[config.mk]
export PLATFORM = sky130hd
export DESIGN_NAME = fetch_queue
export DESIGN_NICKNAME = d
export VERILOG_FILES = /design/src/rtl/fetch_queue.sv
export SDC_FILE = /design/constraint.sdc
export NUM_CORES = 1
export LEC_CHECK = 0
export CAP_MARGIN = 15
export CORE_ASPECT_RATIO = 0.6
export CORE_MARGIN = 2
export CORE_UTILIZATION = 50
export DETAILED_ROUTE_END_ITERATION = 8
export PLACE_DENSITY = 0.85
export SLEW_MARGIN = 20
export SYNTH_ARGS = -nofsm -noshare
export SYNTH_HDL_FRONTEND = slang
export SYNTH_SLANG_ARGS = --single-unit
[constraint.sdc]
create_clock -name clock -period 17.6 [get_ports clock]
set_clock_uncertainty 0.1 [all_clocks]
set_input_delay 2.64 -clock clock [delete_from_list [all_inputs] [get_ports clock]]
set_output_delay 2.64 -clock clock [all_outputs]
set_load 0.05 [all_outputs]
[src/rtl/fetch_queue.sv]
// rtl/fetch_queue.sv - instruction-fetch front end with req/ack memory port and show-ahead queue
//
// Purpose: accepts word addresses from the PC, issues one memory read at a time,
// and buffers {address, instruction} pairs for decode. Redirects flush the queue
// and discard any response still in flight.
//
// Optional feature macro: FETCH_QUEUE_PERF_EN (adds o_perf_stall counter port).
//
// Ports:
//   clock, reset        rising-edge clock, synchronous active-low reset
//   i_pc_in, i_pc_valid address offered by the PC
//   o_pc_stall          PC back-pressure (combinational)
//   i_flush             redirect: empty queue, drop in-flight response
//   o_mem_req/o_mem_addr, i_mem_ack/i_mem_rdata   instruction memory handshake
//   o_dec_valid/o_dec_instr/o_dec_pc, i_dec_ready  decode-side queue head
//   o_count             queue occupancy
//   o_perf_stall        cycles with pc_valid while stalled (FETCH_QUEUE_PERF_EN only)

module fetch_queue #(
  parameter int DEPTH = 4,
  parameter int AW    = 32,
  parameter int DW    = 32
) (
  input  logic                     clock,
  input  logic                     reset,
  input  logic [AW-1:0]            i_pc_in,
  input  logic                     i_pc_valid,
  output logic                     o_pc_stall,
  input  logic                     i_flush,
  output logic                     o_mem_req,
  output logic [AW-1:0]            o_mem_addr,
  input  logic                     i_mem_ack,
  input  logic [DW-1:0]            i_mem_rdata,
  output logic                     o_dec_valid,
  output logic [DW-1:0]            o_dec_instr,
  output logic [AW-1:0]            o_dec_pc,
  input  logic                     i_dec_ready,
  output logic [$clog2(DEPTH):0]   o_count
`ifdef FETCH_QUEUE_PERF_EN
  ,
  output logic [31:0]              o_perf_stall
`endif
);

  localparam int PW = $clog2(DEPTH);
  localparam logic [PW:0] L_FULL = (PW+1)'(DEPTH);

  typedef enum logic [1:0] {
    IDLE = 2'd0,
    REQ  = 2'd1,
    DROP = 2'd2
  } state_t;

  state_t          r_state;
  state_t          w_next_state;
  logic            r_mem_req;
  logic            w_next_req;
  logic [AW-1:0]   r_mem_addr;
  logic [AW-1:0]   w_next_addr;

  logic [AW-1:0]   r_pc_q    [DEPTH];
  logic [DW-1:0]   r_instr_q [DEPTH];
  logic [PW-1:0]   r_head;
  logic [PW-1:0]   r_tail;
  logic [PW:0]     r_count;

  logic            w_full;
  logic            w_accept;
  logic            w_push;
  logic            w_pop;

  assign w_full   = (r_count == L_FULL);
  assign w_accept = i_pc_valid && (r_state == IDLE) && !w_full && !i_flush;
  // Only a kept response can push; a flush in the ack cycle throws it away.
  assign w_push   = (r_state == REQ) && i_mem_ack && !i_flush;
  assign w_pop    = (r_count != '0) && i_dec_ready && !i_flush;

  assign o_pc_stall  = (r_state != IDLE) || w_full;
  assign o_mem_req   = r_mem_req;
  assign o_mem_addr  = r_mem_addr;
  assign o_dec_valid = (r_count != '0);
  assign o_dec_instr = r_instr_q[r_head];
  assign o_dec_pc    = r_pc_q[r_head];
  assign o_count     = r_count;

  always_ff @(posedge clock) begin
    if (!reset) begin
      r_state    <= IDLE;
      r_mem_req  <= 1'b0;
      r_mem_addr <= '0;
    end else begin
      r_state    <= w_next_state;
      r_mem_req  <= w_next_req;
      r_mem_addr <= w_next_addr;
    end
  end

  // A request cannot be withdrawn once issued, so a flush while waiting parks
  // in DROP with mem_req still high until the memory answers.
  always_comb begin
    w_next_state = r_state;
    w_next_req   = r_mem_req;
    w_next_addr  = r_mem_addr;
    case (r_state)
      IDLE: begin
        if (w_accept) begin
          w_next_state = REQ;
          w_next_req   = 1'b1;
          w_next_addr  = i_pc_in;
        end
      end
      REQ: begin
        if (i_mem_ack) begin
          w_next_state = IDLE;
          w_next_req   = 1'b0;
        end else if (i_flush) begin
          w_next_state = DROP;
        end
      end
      DROP: begin
        if (i_mem_ack) begin
          w_next_state = IDLE;
          w_next_req   = 1'b0;
        end
      end
      default: begin
        w_next_state = IDLE;
        w_next_req   = 1'b0;
      end
    endcase
  end

  // Storage is cleared on reset so the head outputs read zero afterwards.
  always_ff @(posedge clock) begin
    if (!reset) begin
      for (int i = 0; i < DEPTH; i++) begin
        r_pc_q[i]    <= '0;
        r_instr_q[i] <= '0;
      end
    end else if (w_push) begin
      r_pc_q[r_tail]    <= r_mem_addr;
      r_instr_q[r_tail] <= i_mem_rdata;
    end
  end

  always_ff @(posedge clock) begin
    if (!reset || i_flush) begin
      r_head  <= '0;
      r_tail  <= '0;
      r_count <= '0;
    end else begin
      if (w_push) begin
        r_tail <= r_tail + PW'(1);
      end
      if (w_pop) begin
        r_head <= r_head + PW'(1);
      end
      case ({w_push, w_pop})
        2'b10:   r_count <= r_count + (PW+1)'(1);
        2'b01:   r_count <= r_count - (PW+1)'(1);
        default: r_count <= r_count;
      endcase
    end
  end

`ifdef FETCH_QUEUE_PERF_EN
  logic [31:0] r_perf_stall;

  always_ff @(posedge clock) begin
    if (!reset) begin
      r_perf_stall <= '0;
    end else if (i_pc_valid && o_pc_stall) begin
      r_perf_stall <= r_perf_stall + 32'd1;
    end
  end

  assign o_perf_stall = r_perf_stall;
`endif

endmodule

==> flow_metrics.env <==
export IMPL_clkLatencyLatePin_ns=0.54
export IMPL_cp_num_buf_inv=2
export IMPL_clock_tree_htree_level_count=1
export IMPL_yosysTopAreaCell="sky130_fd_sc_hd__edfxtp_1"
export IMPL_postRouteWirelength_mm=28.7
export IMPL_netlist_cell_type_count=34
export IMPL_timing_final_crit_share_pct=33.2
export IMPL_multi_input_area_um2=3950
export IMPL_cp_max_fo=51
export IMPL_crit_path_end_kind="output pin"
export IMPL_worst_setup_path_start_kind="register"
export IMPL_muxShareOfSynthArea_pct=11.4
export IMPL_slew_violations=0
export IMPL_post_synth_main_area_contributors="sky130_fd_sc_hd__edfxtp_1 60%, sky130_fd_sc_hd__mux4_2 11%, sky130_fd_sc_hd__and2_1 9.4%"
export IMPL_run_status="completed"
export IMPL_layout_nets=1065
export IMPL_met2_wire_length_mm=13.4
export IMPL_syn_cell_area_um2=12800
export IMPL_detail_route_iter0_violations=642
export IMPL_netlist_area_leader_share_pct=60.2
export IMPL_met1_length_mm=12.5
export IMPL_synth_compound_area_share_pct=1.60
export IMPL_num_io_pins=172
export IMPL_antenna_violations_before_repair=0
export IMPL_cts_sinks=300
export IMPL_yosys_area_share_adder_pct=0.646
export IMPL_area_growth_synth_to_final_pct=22.5
export IMPL_pre_cts_slack_ns=11.33
export IMPL_initial_utilization_pct=50.7
export IMPL_worst_slew_pin_transition_ns=1.02
export IMPL_netlist_instances=843
export IMPL_filler_cell_count=1832
export IMPL_drcViolationCount=0
export IMPL_syn_area_per_cell_um2=15.2
export IMPL_clk_pin_slew_worst_paths_ns=0.07
export IMPL_num_antenna_cells=0
export IMPL_via_count=7588
export IMPL_final_layout_size_suffix_gt1_share_pct=12.7
export IMPL_numPortBuffers=171
export IMPL_timing_hold_violations_final=0
export IMPL_synth_simple_gate_area_share_pct=16.5
export IMPL_detail_route_first_pass_iterations=4
export IMPL_cts_buffer_depth=3
export IMPL_final_period_minus_worst_setup_slack_ns=5.84
export IMPL_grt_first_pass_wirelength_mm=43.6
export IMPL_vdd_drop_max_v=0.0000626
export IMPL_critical_path_class="register to output pin"
export IMPL_routed_wire_per_std_cell_um=21.4
export IMPL_yosys_warnings=0
export IMPL_final_cell_count_no_fill=1339
export IMPL_seq_area_um2=8580
export IMPL_tritoncts_num_buffers=28
export IMPL_critical_path_slowest_cell="sky130_fd_sc_hd__clkdlybuf4s50_1"
export IMPL_dpl_hpwl_mm=16.1
export IMPL_combinational_family_with_the_most_area_after_synthesis="simple AND/OR/NAND/NOR gates"
export IMPL_power_density_nw_per_um2=105
export IMPL_postRouteAntennaNets=0
export IMPL_die_area_um2=26900
export IMPL_cts_repair_resize_count=0
export IMPL_via_count_of_the_first_global_routing_pass=7510
export IMPL_synth_seq_area_share_pct=67.0
export IMPL_critPathArrivalTime_ns=3.10
export IMPL_vias_per_cell=5.67
export IMPL_hold_class="register to register"
export IMPL_worst_ep_required_time_ns=14.86
export IMPL_totalPowerFinal_mw=1.65
export IMPL_setup_ws_ns=11.76
export IMPL_dpl_cell_count=1288
export IMPL_path_cells="buf_6, mux4_2, clkdlybuf4s50_1"
export IMPL_wl_met3_mm=2.39
export IMPL_die_height_um=128
export IMPL_maximum_number_of_pins_on_one_net_before_global_route_repair=84
export IMPL_rsz0062_at_grt="false"
export IMPL_critical_path_max_stage_delay_ns=0.73
export IMPL_die_width_um=210
export IMPL_setup_tns_ns=0
export IMPL_place_congestion=0.791
export IMPL_cts_tree="built"
export IMPL_total_leakage_power_nw=5.73
export IMPL_synth_xor_xnor_area_share_pct=0.411
export IMPL_post_cts_hold_buffer_count=0
export IMPL_overflow=0
export IMPL_drv_max_cap_violation_count=0
export IMPL_grt_usage_pct=21.3
export IMPL_cp_top_family="buffers and inverters"
export IMPL_mappedNetlistNets=919
export IMPL_ys_seq_elements=300
export IMPL_postPlaceCellArea_um2=14700
export IMPL_post_cts_buffers=0
export IMPL_max_freq_mhz=171
export IMPL_design_area_um2=15700
export IMPL_slew_headroom_pct=32.2
export IMPL_rows=45
export IMPL_coreArea_um2=25200
export IMPL_highest_layer="met4"
export IMPL_ctsRootBufferMaster="sky130_fd_sc_hd__clkbuf_16"
export IMPL_total_of_endpoints_with_negative_setup_slack_in_the_final_report=0
metrics by stage:
stage | hold slack [ns] | utilization (%)
finish | 0.397 | 62.1
global route | 0.406 | 62.1
CTS | 0.395 | 62.1
detailed placement | 0.378 | 58.4
global placement | 0.369 | 58.4
floorplan | 0.355 | -
cell usage in the layout (no fill, tap or decap), types with 2 or more instances in the layout:
cell / netlist / layout
sky130_fd_sc_hd__and3_1: 64 / 64
sky130_fd_sc_hd__and2_1: 193 / 193
sky130_fd_sc_hd__xnor2_1: 3 / 3
sky130_fd_sc_hd__ha_1: 5 / 5
sky130_fd_sc_hd__o21ai_4: 0 / 2
sky130_fd_sc_hd__mux2i_1: 2 / 2
sky130_fd_sc_hd__mux4_2: 64 / 64
sky130_fd_sc_hd__inv_1: 6 / 6
sky130_fd_sc_hd__o21ai_0: 37 / 35
sky130_fd_sc_hd__clkdlybuf4s50_1: 0 / 170
sky130_fd_sc_hd__clkinvlp_4: 0 / 2
sky130_fd_sc_hd__edfxtp_1: 256 / 256
sky130_fd_sc_hd__a21oi_1: 2 / 2
sky130_fd_sc_hd__xor2_1: 3 / 3
sky130_fd_sc_hd__nor2_1: 9 / 9
sky130_fd_sc_hd__clkbuf_1: 34 / 5
sky130_fd_sc_hd__dfxtp_1: 44 / 42
sky130_fd_sc_hd__nand2_4: 1 / 2
sky130_fd_sc_hd__nand2_1: 38 / 37
sky130_fd_sc_hd__dfxtp_4: 0 / 2
sky130_fd_sc_hd__clkbuf_8: 0 / 3
sky130_fd_sc_hd__nor2b_1: 2 / 2
sky130_fd_sc_hd__nand3b_1: 2 / 2
sky130_fd_sc_hd__or3_1: 2 / 2
sky130_fd_sc_hd__clkinv_2: 0 / 5
sky130_fd_sc_hd__clkbuf_16: 0 / 29
sky130_fd_sc_hd__clkinv_1: 0 / 3
sky130_fd_sc_hd__bufinv_16: 0 / 2
sky130_fd_sc_hd__nand2b_1: 3 / 2
sky130_fd_sc_hd__buf_4: 4 / 9
sky130_fd_sc_hd__nand3_1: 33 / 33
final timing paths:
path	start	to	slack [ns]	cells after the start
setup / recovery	register	o_dec_instr[28]	11.76	3
hold / removal	r_state[1]	r_state[1]	0.40	2
setup reg to reg	r_state[1]	r_instr_q[0][21]	13.93	8
hold reg to reg	r_state[1]	r_state[1]	0.40	2
flip-flops by register name (all words and copies together), names as in the netlist, named ones only:
name and cells:
o_mem_req 1, r_head 2, r_instr_q 128, r_pc_q 128, r_tail 2, r_state 2
o_mem_addr 32, o_count 3
where the power goes:
part	internal, mW	switching (mW)	total [mW]	leakage (nW)
clock network	0.344	0.263	0.607	0.445
logic	0.0732	0.140	0.214	2.28
registers	0.808	0.0227	0.831	3.00
cells by family (layout without fill, tap and decap cells):
kind of cell	after synthesis	count (layout)
AND/OR/NAND/NOR	355	355
flip-flops	300	300
buffers and inverters	70	237
multiplexers	66	66
AO/OA/AOI/OAI	40	40
adder cells (fa/ha/maj)	6	6
XOR/XNOR	6	6
synth_stat cells (all sizes together):
cell and count:
edfxtp 256, and2 193, and3 64, mux4 64, clkbuf 47, dfxtp 44, nand2 39, o21ai 37
nand3 33, buf 17, nor2 10, inv 6, ha 5, nand2b 3, xnor2 3, xor2 3
a21oi 2, and3b 2, mux2i 2, nand3b 2, nor2b 2, or3 2, and4b 1, fa 1
nand4b 1, nor3 1, nor3b 1, o2bb2ai 1, or3b 1
tightest hold or removal path, cell delays in order (launching register included):
cell	delay, ns
sky130_fd_sc_hd__dfxtp_1	0.33
sky130_fd_sc_hd__nand2_1	0.06
sky130_fd_sc_hd__mux2i_1	0.06
area by class of cell:
cell class | count | share of cell area (%)
flip-flops and latches | 300 | 54.8
multi-input cells | 473 | 25.2
repair buffers | 180 | 11.4
clock buffers | 37 | 5.02
well taps | 329 | 2.63
clock inverters | 14 | 0.847
inverters | 6 | 0.144
routing by layer:
| metal | vias to the layer above | GRT usage (%) |
|---|---|---|
| met4 | 0 | 4.93 |
| li1 | 3397 | - |
| met5 | - | 0 |
| met3 | 34 | 3.77 |
| met1 | 3834 | 31.4 |
| met2 | 323 | 33.6 |
Note: power is estimated with default switching activity, not from simulation.
